### src/rtl/alu_logic_sequencer_pkg.sv
`default_nettype none
// ============================================================================
//  Module   : alu_logic_sequencer_pkg
//  Purpose  : Shared definitions for the logic-unit command sequencer:
//             operation codes, FSM state encoding and the default data width.
//  Revision : 1.0 - initial release
// ============================================================================
package alu_logic_sequencer_pkg;

   localparam int DEFAULT_W = 8;

   localparam logic [1:0] OP_AND = 2'b00;
   localparam logic [1:0] OP_OR  = 2'b01;

   typedef enum logic [1:0] {
      ST_IDLE   = 2'd0,
      ST_SETTLE = 2'd1,
      ST_RESULT = 2'd2
   } state_t;

   // Only AND and OR exist in the logic unit; 10/11 must never reach it.
   function automatic logic op_supported(input logic [1:0] op);
      return (op == OP_AND) || (op == OP_OR);
   endfunction

endpackage
`default_nettype wire

### src/rtl/alu_logic_sequencer_if.sv
`default_nettype none
// ============================================================================
//  Module   : alu_logic_sequencer_if
//  Purpose  : Bundles the command channel, the logic-unit drive/return bus
//             and the result channel of the sequencer.
//  Ports    : cmd_valid/cmd_ready/cmd_op/cmd_a/cmd_b  - command channel
//             alu_a/alu_b/alu_s1/alu_s0/alu_h         - logic-unit bus
//             res_valid/res_ready/res_data/res_zero/res_err - result channel
//  Modports : slave  - the sequencer itself
//             master - the control path / logic unit around it
//  Revision : 1.0 - initial release
// ============================================================================
interface alu_logic_sequencer_if
   import alu_logic_sequencer_pkg::*;
#(
   parameter int W = DEFAULT_W
);
   logic         cmd_valid;
   logic         cmd_ready;
   logic [1:0]   cmd_op;
   logic [W-1:0] cmd_a;
   logic [W-1:0] cmd_b;
   logic [W-1:0] alu_a;
   logic [W-1:0] alu_b;
   logic         alu_s1;
   logic         alu_s0;
   logic [W-1:0] alu_h;
   logic         res_valid;
   logic         res_ready;
   logic [W-1:0] res_data;
   logic         res_zero;
   logic         res_err;

   modport slave (
      input  cmd_valid, cmd_op, cmd_a, cmd_b, alu_h, res_ready,
      output cmd_ready, alu_a, alu_b, alu_s1, alu_s0,
             res_valid, res_data, res_zero, res_err
   );

   modport master (
      output cmd_valid, cmd_op, cmd_a, cmd_b, alu_h, res_ready,
      input  cmd_ready, alu_a, alu_b, alu_s1, alu_s0,
             res_valid, res_data, res_zero, res_err
   );

endinterface
`default_nettype wire

### src/rtl/alu_logic_sequencer.sv
`default_nettype none
// ============================================================================
//  Module   : alu_logic_sequencer
//  Purpose  : Clocked command front-end for the 8-bit AND/OR logic unit.
//             Accepts one command, drives the unit from registers, waits
//             SETTLE_CYCLES edges, captures H with zero/error flags and holds
//             it on a valid/ready result channel. Unsupported op codes are
//             answered with an error result without touching the unit.
//  Ports    : clk  - rising-edge clock
//             rst  - asynchronous active-high reset
//             bus  - alu_logic_sequencer_if.slave (command, unit, result)
//  Revision : 1.0 - initial release
// ============================================================================
module alu_logic_sequencer
   import alu_logic_sequencer_pkg::*;
#(
   parameter int W             = DEFAULT_W,
   parameter int SETTLE_CYCLES = 1,   // legal 1..15
   parameter int CNT_W         = 4    // 2**CNT_W > SETTLE_CYCLES
)(
   input  wire logic              clk,
   input  wire logic              rst,
   alu_logic_sequencer_if.slave   bus
);

   localparam logic [CNT_W-1:0] c_settle_init = CNT_W'(SETTLE_CYCLES - 1);

   state_t           state_q,     state_d;
   logic [CNT_W-1:0] cnt_q,       cnt_d;
   logic [W-1:0]     alu_a_q,     alu_a_d;
   logic [W-1:0]     alu_b_q,     alu_b_d;
   logic [1:0]       alu_op_q,    alu_op_d;
   logic             res_valid_q, res_valid_d;
   logic [W-1:0]     res_data_q,  res_data_d;
   logic             res_zero_q,  res_zero_d;
   logic             res_err_q,   res_err_d;

   always_comb begin
      state_d     = state_q;
      cnt_d       = cnt_q;
      alu_a_d     = alu_a_q;
      alu_b_d     = alu_b_q;
      alu_op_d    = alu_op_q;
      res_valid_d = res_valid_q;
      res_data_d  = res_data_q;
      res_zero_d  = res_zero_q;
      res_err_d   = res_err_q;

      case (state_q)
         ST_IDLE: begin
            // cmd_ready is high throughout IDLE, so cmd_valid alone accepts.
            if (bus.cmd_valid) begin
               if (op_supported(bus.cmd_op)) begin
                  alu_a_d  = bus.cmd_a;
                  alu_b_d  = bus.cmd_b;
                  alu_op_d = bus.cmd_op;
                  cnt_d    = c_settle_init;
                  state_d  = ST_SETTLE;
               end else begin
                  // Error answered directly; the unit keeps its old inputs.
                  res_data_d  = '0;
                  res_zero_d  = 1'b0;
                  res_err_d   = 1'b1;
                  res_valid_d = 1'b1;
                  state_d     = ST_RESULT;
               end
            end
         end
         ST_SETTLE: begin
            if (cnt_q != '0) begin
               cnt_d = cnt_q - 1'b1;
            end else begin
               res_data_d  = bus.alu_h;
               res_zero_d  = (bus.alu_h == '0);
               res_err_d   = 1'b0;
               res_valid_d = 1'b1;
               state_d     = ST_RESULT;
            end
         end
         ST_RESULT: begin
            // Data and flags are left in place after the handshake.
            if (bus.res_ready) begin
               res_valid_d = 1'b0;
               state_d     = ST_IDLE;
            end
         end
         default: state_d = ST_IDLE;
      endcase
   end

   always_ff @(posedge clk or posedge rst) begin
      if (rst) begin
         state_q     <= ST_IDLE;
         cnt_q       <= '0;
         alu_a_q     <= '0;
         alu_b_q     <= '0;
         alu_op_q    <= '0;
         res_valid_q <= 1'b0;
         res_data_q  <= '0;
         res_zero_q  <= 1'b0;
         res_err_q   <= 1'b0;
      end else begin
         state_q     <= state_d;
         cnt_q       <= cnt_d;
         alu_a_q     <= alu_a_d;
         alu_b_q     <= alu_b_d;
         alu_op_q    <= alu_op_d;
         res_valid_q <= res_valid_d;
         res_data_q  <= res_data_d;
         res_zero_q  <= res_zero_d;
         res_err_q   <= res_err_d;
      end
   end

   // State is already IDLE during reset, so ready must be gated by rst too.
   assign bus.cmd_ready = (state_q == ST_IDLE) && !rst;
   assign bus.alu_a     = alu_a_q;
   assign bus.alu_b     = alu_b_q;
   assign bus.alu_s1    = alu_op_q[1];
   assign bus.alu_s0    = alu_op_q[0];
   assign bus.res_valid = res_valid_q;
   assign bus.res_data  = res_data_q;
   assign bus.res_zero  = res_zero_q;
   assign bus.res_err   = res_err_q;

endmodule
`default_nettype wire

### src/flat_wrapper.sv
// flat-port wrapper written by rule: the top's interface ports become plain ports
module alu_logic_sequencer_flat import alu_logic_sequencer_pkg::*;
#(
   parameter int W             = DEFAULT_W,
   parameter int SETTLE_CYCLES = 1,                 
   parameter int CNT_W         = 4                               
)
  (clk, rst, bus_cmd_valid, bus_cmd_op, bus_cmd_a, bus_cmd_b, bus_alu_h, bus_res_ready, bus_cmd_ready, bus_alu_a, bus_alu_b, bus_alu_s1, bus_alu_s0, bus_res_valid, bus_res_data, bus_res_zero, bus_res_err);
  alu_logic_sequencer_if #(.W(W)) bus_i ();
  input  wire logic clk;
  input  wire logic rst;
  input wire logic [$bits(bus_i.cmd_valid)-1:0] bus_cmd_valid;
  input wire logic [$bits(bus_i.cmd_op)-1:0] bus_cmd_op;
  input wire logic [$bits(bus_i.cmd_a)-1:0] bus_cmd_a;
  input wire logic [$bits(bus_i.cmd_b)-1:0] bus_cmd_b;
  input wire logic [$bits(bus_i.alu_h)-1:0] bus_alu_h;
  input wire logic [$bits(bus_i.res_ready)-1:0] bus_res_ready;
  output wire logic [$bits(bus_i.cmd_ready)-1:0] bus_cmd_ready;
  output wire logic [$bits(bus_i.alu_a)-1:0] bus_alu_a;
  output wire logic [$bits(bus_i.alu_b)-1:0] bus_alu_b;
  output wire logic [$bits(bus_i.alu_s1)-1:0] bus_alu_s1;
  output wire logic [$bits(bus_i.alu_s0)-1:0] bus_alu_s0;
  output wire logic [$bits(bus_i.res_valid)-1:0] bus_res_valid;
  output wire logic [$bits(bus_i.res_data)-1:0] bus_res_data;
  output wire logic [$bits(bus_i.res_zero)-1:0] bus_res_zero;
  output wire logic [$bits(bus_i.res_err)-1:0] bus_res_err;
  assign bus_i.cmd_valid = bus_cmd_valid;
  assign bus_i.cmd_op = bus_cmd_op;
  assign bus_i.cmd_a = bus_cmd_a;
  assign bus_i.cmd_b = bus_cmd_b;
  assign bus_i.alu_h = bus_alu_h;
  assign bus_i.res_ready = bus_res_ready;
  assign bus_cmd_ready = bus_i.cmd_ready;
  assign bus_alu_a = bus_i.alu_a;
  assign bus_alu_b = bus_i.alu_b;
  assign bus_alu_s1 = bus_i.alu_s1;
  assign bus_alu_s0 = bus_i.alu_s0;
  assign bus_res_valid = bus_i.res_valid;
  assign bus_res_data = bus_i.res_data;
  assign bus_res_zero = bus_i.res_zero;
  assign bus_res_err = bus_i.res_err;
  alu_logic_sequencer #(.W(W), .SETTLE_CYCLES(SETTLE_CYCLES), .CNT_W(CNT_W)) u_core (.clk(clk), .rst(rst), .bus(bus_i));
endmodule
### config.mk
export PLATFORM = sky130hd
export DESIGN_NAME = alu_logic_sequencer_flat
export DESIGN_NICKNAME = d
export VERILOG_FILES = /design/src/rtl/alu_logic_sequencer_pkg.sv /design/src/rtl/alu_logic_sequencer_if.sv /design/src/rtl/alu_logic_sequencer.sv /design/src/flat_wrapper.sv
export SDC_FILE = /design/constraint.sdc
export NUM_CORES = 1
export LEC_CHECK = 0
export ABC_CLOCK_PERIOD_IN_PS = 2600
export BUFFER_PORTS_ARGS = -buffer_cell sky130_fd_sc_hd__buf_4
export CORE_UTILIZATION = 42
export CTS_BUF_LIST = sky130_fd_sc_hd__clkbuf_8
export DETAILED_ROUTE_END_ITERATION = 10
export PLACE_DENSITY = 0.81
export SETUP_SLACK_MARGIN = 0.3
export SLEW_MARGIN = 20
export SYNTH_ARGS = -nofsm -noshare
export SYNTH_HDL_FRONTEND = slang
export SYNTH_SLANG_ARGS = --single-unit
### constraint.sdc
create_clock -name clk -period 2.6 [get_ports clk]
set_input_delay 0.26 -clock clk [delete_from_list [all_inputs] [get_ports clk]]
set_output_delay 0.26 -clock clk [all_outputs]
set_load 0.02 [all_outputs]
==> flow_summary.ini, run 1 <==
[status]
status = finished clean

[timing]
slew_viol_final = 0
fmax_mhz = 566
finalSetupTns_ns = 0
min_period_over_period_pct = 67.9
hold_viol = 0
period_minus_slack_ns = 1.77
worstMarginPinSlew_ns = 0.435
relSlewSlack_pct = 71.0
rsz0062_at_grt = no
setup_viol = 0
skew_ns = 0.00764

[worst_setup_path]
endpoint_kind = register
crit_arrival_ns = 1.93
worstPathRequired_ns = 2.77
cp_max_fo = 5
path_class = register to register
startpoint_type = register

[grt]
grt_pass1_vias = 1257
grt_pass1_wl_mm = 5.96
grt_max_degree = 35
grt.total_usage_pct = 19.9
antenna_found_initial = 0
grt_overflow = 0

[power_and_ir_drop]
p_per_area_mw_per_mm2 = 1230
total_leakage_power_nw = 1.04
ir_drop_mv = 0.834

[die]
io_pins = 60
die-area_sq_mm = 0.00390
die_y_microns = 62.4
die_x_microns = 62.4
row_count = 21
start_util_pct = 44.9
placeableCoreArea_sq_mm = 0.00342

[logic_synthesis]
synth_nets = 145
ys_async_sr_fraction_pct = 100
synth_edf_count = 0
synth_seq_cells = 35
netlist.area_leader.share_pct = 57.1
synth_area_leaders = dfrtp_1 57%, mux2_4 8.8%, mux2_2 5.9%
muxShareOfSynthArea_pct = 15.3
syn_inst = 113
postSynthAreaPerCell_sq_um = 13.6
synth_ff_type = dfrtp_1
synthSimpleGateAreaFrac_pct = 10.9
yosysTopAreaCell = dfrtp_1
synth_common_cells = 35 x dfrtp_1, 9 x a22o_1, 9 x mux2_4, 8 x mux2_2, 7 x nor2_1
ys_seq_area_share_pct = 57.1
yosysWarnings = 0
syn-cell-area_sq_mm = 0.00153
synth_xor_area_share_pct = 0
synth_cell_types = 33
synth_top_family_by_area = multiplexers
synth_compound_area_share_pct = 11.4
synth_fa_ha_area_share_pct = 1.63
synth.most_common_cell = dfrtp_1

[clocking]
root_buffer = clkbuf_8
clockBufferDepth = 2
htree_levels = 2
cts.reportedPaths.clkPinSlew_ns = 0.06
numCtsBuffers = 5
numClockSinks = 35
clkLatencyLatePin_ns = 0.29
cts_tree = built

[layout]
diodes = 0
area_growth_pct = 37.6
final_area_sq_mm = 0.00211
nets = 210
drive_above_1_share_pct = 50.3

[drt]
vias_per_cell = 5.31
drcViolationCount = 0
antenna_left = 0
wirelength_mm = 3.60
wl_per_cell_microns = 16.0
drtPass1Iterations = 4
drt-initial-drc-count = 63
vias = 1194

[placed_design]
place.port_buffers = 59
dp_hpwl_mm = 2.68
gp_congestion = 0.905
placed_area_sq_mm = 0.00202

[worst_hold_path]
hp-class = input pin to register

[flow_run]
max-cap-violations = 0
-- flip-flops by register name, indices dropped and copies added (netlist names) --
register              count
u_core.bus.res_zero       1
u_core.bus.alu_a          8
u_core.cnt_q              4
u_core.bus.res_valid      1
u_core.state_q            2
u_core.bus.alu_b          8
u_core.bus.res_err        1
u_core.bus.res_data       8
u_core.alu_op_q           2
-- power by group --
part | switching (mW) | internal (mW) | total, mW | leakage (nW)
combinational | 0.623 | 0.627 | 1.25 | 0.557
sequential | 0.196 | 0.783 | 0.979 | 0.433
clock | 0.184 | 0.180 | 0.363 | 0.0505
total | 1.00 | 1.59 | 2.59 | 1.04
-- worst max-delay path, cell delays in order, from the launching register on --
cell,delay [ns]
dfrtp_1,0.40
inv_1,0.09
ha_1,0.23
and4bb_2,0.27
or3_1,0.40
a22o_1,0.27
-- logic make-up (layout without fill, tap and decap cells) --
group                      count (synthesis)  in the layout
DFF                                       35             35
muxes                                     18             18
AOI/OAI and AO/OA                         22             22
and+or+nand+nor                           26             26
adders and majority gates                  2              2
buffers and inverters                     10             76
-- layer usage --
layer / up-vias / GRT usage [%] / wire length [microns]
li1: 542 / - / -
met1: 597 / 23.1 / 1450
met2: 46 / 34.2 / 1880
met3: 9 / 5.29 / 205
met4: 0 / 9.01 / 66
met5: - / 0 / 0
-- through the flow --
stage | total power [mW] | setup WS, ns | utilization (%) | std cells | hold slack [ns]
detailed placement | 2.23 | 0.856 | 59.0 | 216 | 0.124
finish | 2.59 | 0.835 | 61.7 | 225 | 0.156
global placement | 2.16 | 0.951 | 59.0 | 216 | 0.123
global route | 2.74 | 0.736 | 61.7 | 225 | 0.159
CTS | 2.61 | 0.842 | 61.7 | 225 | 0.157
floorplan | 1.73 | 1.00 | - | 113 | 0.346
-- worst paths after layout --
check	startpoint	end	slack (ns)	depth (start not counted)
max in group asynchronous	rst	u_core.bus.alu_a[0]	1.63	4
min in group asynchronous	rst	u_core.cnt_q[3]	0.39	3
worst max-delay path	u_core.cnt_q[0]	u_core.cnt_q[1]	0.83	5
worst min-delay path	bus_res_ready	u_core.state_q[1]	0.16	2
worst min register to register	u_core.bus.res_zero	u_core.bus.res_zero	0.49	1
worst max register to register	u_core.cnt_q[0]	u_core.cnt_q[1]	0.83	5
-- layout make-up --
cell class,instances,area [sq um]
inverters,6,22.5
fillers,261,1310
clock inverters,3,12.5
multi-input cells,68,603
clock buffers,5,68.8
well taps,46,57.6
repair buffers,62,468
flip-flops and latches,35,876
-- placed cells by master (no fill, tap or decap), types with 3 or more instances in the layout --
cell type | netlist | routed
mux2_4 | 9 | 9
nor2_1 | 7 | 7
a22o_1 | 9 | 9
buf_4 | 0 | 61
clkbuf_8 | 0 | 5
mux2_2 | 8 | 8
o2bb2ai_1 | 3 | 3
dfrtp_1 | 35 | 35
nor2b_1 | 3 | 3
inv_1 | 5 | 7
-- timing repair --
action,in CTS,in global routing
hold buffers,1,0
endpoints found under the hold margin,1,0
buffers inserted,0,0
resized for setup,0,0
No activity file was read; power rests on OpenSTA's default activity.
==> run 2, diff against run 1 <==
ABC_AREA = 1   (was not set)
ABC_CLOCK_PERIOD_IN_PS = 1600   (was 2600)
PLACE_DENSITY = 0.83   (was 0.81)
clock period = 1.6 ns   (was 2.6 ns; I/O delays follow)
==> flow_summary.ini, run 2 <==
[status]
status = finished clean

[power_and_ir_drop]
swShare_pct = 42.0
intPower_mw = 2.55
comb_power_share_pct = 50.4
fin_total_pwr_mw = 4.40
total_leakage_power_nw = 1.29
ir_drop_mv = 0.968
p_per_area_mw_per_mm2 = 1910
pwr-share-seq_pct = 36.0
power_frac_clock_pct = 13.6
p_switching_mw = 1.85

[layout]
nets = 279
drive_above_1_share_pct = 43.5
final_common_cell = buf_4
area_growth_pct = 49.6
final_area_sq_mm = 0.00230
diodes = 0
layout_common_cells = 63 x buf_4, 33 x nand2_1, 33 x dfrtp_1
final_util_pct = 67.2

[logic_synthesis]
synth_cell_types = 19
synth_ff_type = dfrtp_1
synth.most_common_cell = nand2_1
synth_seq_cells = 35
yosysTopAreaCell = dfrtp_1
synth_area_leaders = dfrtp_1 57%, nand2_1 11%, inv_1 8.6%
ys_async_sr_fraction_pct = 100
syn_inst = 177
synth_edf_count = 0
netlist.area_leader.share_pct = 57.0
synth_common_cells = 47 x nand2_1, 35 x dfrtp_1, 35 x inv_1, 14 x o21ai_0, 12 x o21ai_1
ys_seq_area_share_pct = 57.0
syn-cell-area_sq_mm = 0.00154
yosysWarnings = 0
postSynthAreaPerCell_sq_um = 8.67
synth_nets = 209

[worst_setup_path]
cp_top_family = flip-flops
path_class = register to output port
critical-path-slowest-cell = dfrtp_2
slowest_delay_ns = 0.46
worstPathRequired_ns = 1.44
cp_cell_sequence = nor2_4 > inv_2 > nor2_2 > buf_4
startpoint_type = register
critical_path_depth = 4
rr_worst_depth = 10
crit_buf_inv = 2
cp_max_fo = 5
crit_arrival_ns = 1.20
endpoint_kind = output port

[die]
row_count = 21
placeableCoreArea_sq_mm = 0.00342
die_x_microns = 62.5
io_pins = 60
die_y_microns = 62.5
die-area_sq_mm = 0.00390
start_util_pct = 44.9

[timing]
finalSetupTns_ns = 0
slew_viol_final = 0
setup_slack_ns = 0.245
relSlewSlack_pct = 71.5
setup_viol = 0
fmax_mhz = 738
skew_ns = 0.00266
worstMarginPinSlew_ns = 0.427
period_minus_slack_ns = 1.36
rsz0062_at_grt = yes
min_period_over_period_pct = 84.7
hold_viol = 0

[placed_design]
place_ws_ns = 0.240
placed_area_sq_mm = 0.00200
gp_congestion = 0.855
dp_hpwl_mm = 2.23
place.port_buffers = 59

[drt]
vias_per_cell = 4.64
drcViolationCount = 0
wl_per_cell_microns = 11.8
wirelength_mm = 3.46
vias = 1363
drt-initial-drc-count = 43
antenna_left = 0
drtPass1Iterations = 4

[clocking]
cts.reportedPaths.clkPinSlew_ns = 0.07
clockBufferDepth = 2
clkLatencyLatePin_ns = 0.28
htree_levels = 2
cts_tree = built
numClockSinks = 35
root_buffer = clkbuf_8
numCtsBuffers = 5

[grt]
grt_util_met2_pct = 27.6
grtUsageMet3_pct = 4.74
antenna_found_initial = 0
top_usage_layer = met2
grt_pass1_vias = 1227
grt_max_degree = 36
grt.total_usage_pct = 17.1
grt_util_met1_pct = 22.2
grt_overflow = 0
grt_pass1_wl_mm = 5.27

[worst_hold_path]
hold_depth = 3
hp-class = input pin to register

[flow_run]
max-cap-violations = 0
==> run 2: changes by cell type after synthesis, moves of 4 or more <==
cell,before,now
o21ai_0,1,14
mux2_4,9,0
o21ai_1,0,12
inv_1,5,35
nand2_1,0,47
a22o_1,9,0
nand3_1,0,4
mux2_2,8,0
==> run 2: power by group through the flow <==
stage,logic (mW),clock network (mW),registers [mW]
final,2.21,0.596,1.58
after global routing,2.41,0.652,1.64
after CTS,1.84,0.620,1.54
after detailed placement,1.81,0,1.53
after global placement,1.76,0,1.53
after floorplan,0.709,0,1.91
==> run 2: timing repair <==
item	in CTS	in global routing
buffers inserted	1	5
setup endpoints to repair	30	34
gates cloned	0	0
pin swaps	1	3
hold buffers	1	0
resized for setup	5	43
endpoints found under the hold margin	35	0
==> run 2: cell families after synthesis <==
logic type	count (synthesis)	share of synthesized area (%)
AND/OR/NAND/NOR	68	19.3
buffers and inverters	42	12.2
flip-flops	35	57.0
AO/OA/AOI/OAI	30	9.78
adder cells (fa/ha/maj)	2	1.63
==> run 2: layer usage <==
metal  share of wire [%]  vias up
met1                  42      620
met5                   0        -
met4                 1.8        0
met3                 5.7        7
met2                  50       55
li1                    -      681
==> run 2: path summary, 6_finish.rpt <==
check	start	slack (ns)	end
min in group asynchronous	rst	0.55	u_core.bus.res_data[4]
max	u_core.state_q[1]	0.24	bus_cmd_ready
min reg2reg	u_core.alu_op_q[1]	0.48	u_core.alu_op_q[1]
max in group asynchronous	rst	0.72	u_core.state_q[1]
max reg2reg	u_core.cnt_q[0]	0.25	u_core.bus.res_data[3]
min	bus_cmd_b[7]	0.12	u_core.bus.alu_b[7]
==> run 2: per-stage QoR <==
| step | cells | hold WS [ns] |
|---|---|---|
| after floorplan | 177 | 0.290 |
| after global placement | 279 | 0.292 |
| after detailed placement | 279 | 0.296 |
| after CTS | 289 | 0.110 |
| after global routing | 294 | 0.114 |
| final | 294 | 0.116 |
==> run 2: tightest hold or removal path, stage by stage <==
cell,delay (ns)
buf_4,0.11
inv_1,0.04
o21ai_1,0.06
==> run 2: final cells by class <==
class / instances / area (sq um)
Inverter: 37 / 144
Sequential cell: 35 / 878
Tap cell: 46 / 57.6
Timing Repair Buffer: 68 / 546
Clock inverter: 3 / 16.3
Clock buffer: 5 / 68.8
Fill cell: 286 / 1120
Multi-Input combinational cell: 100 / 586
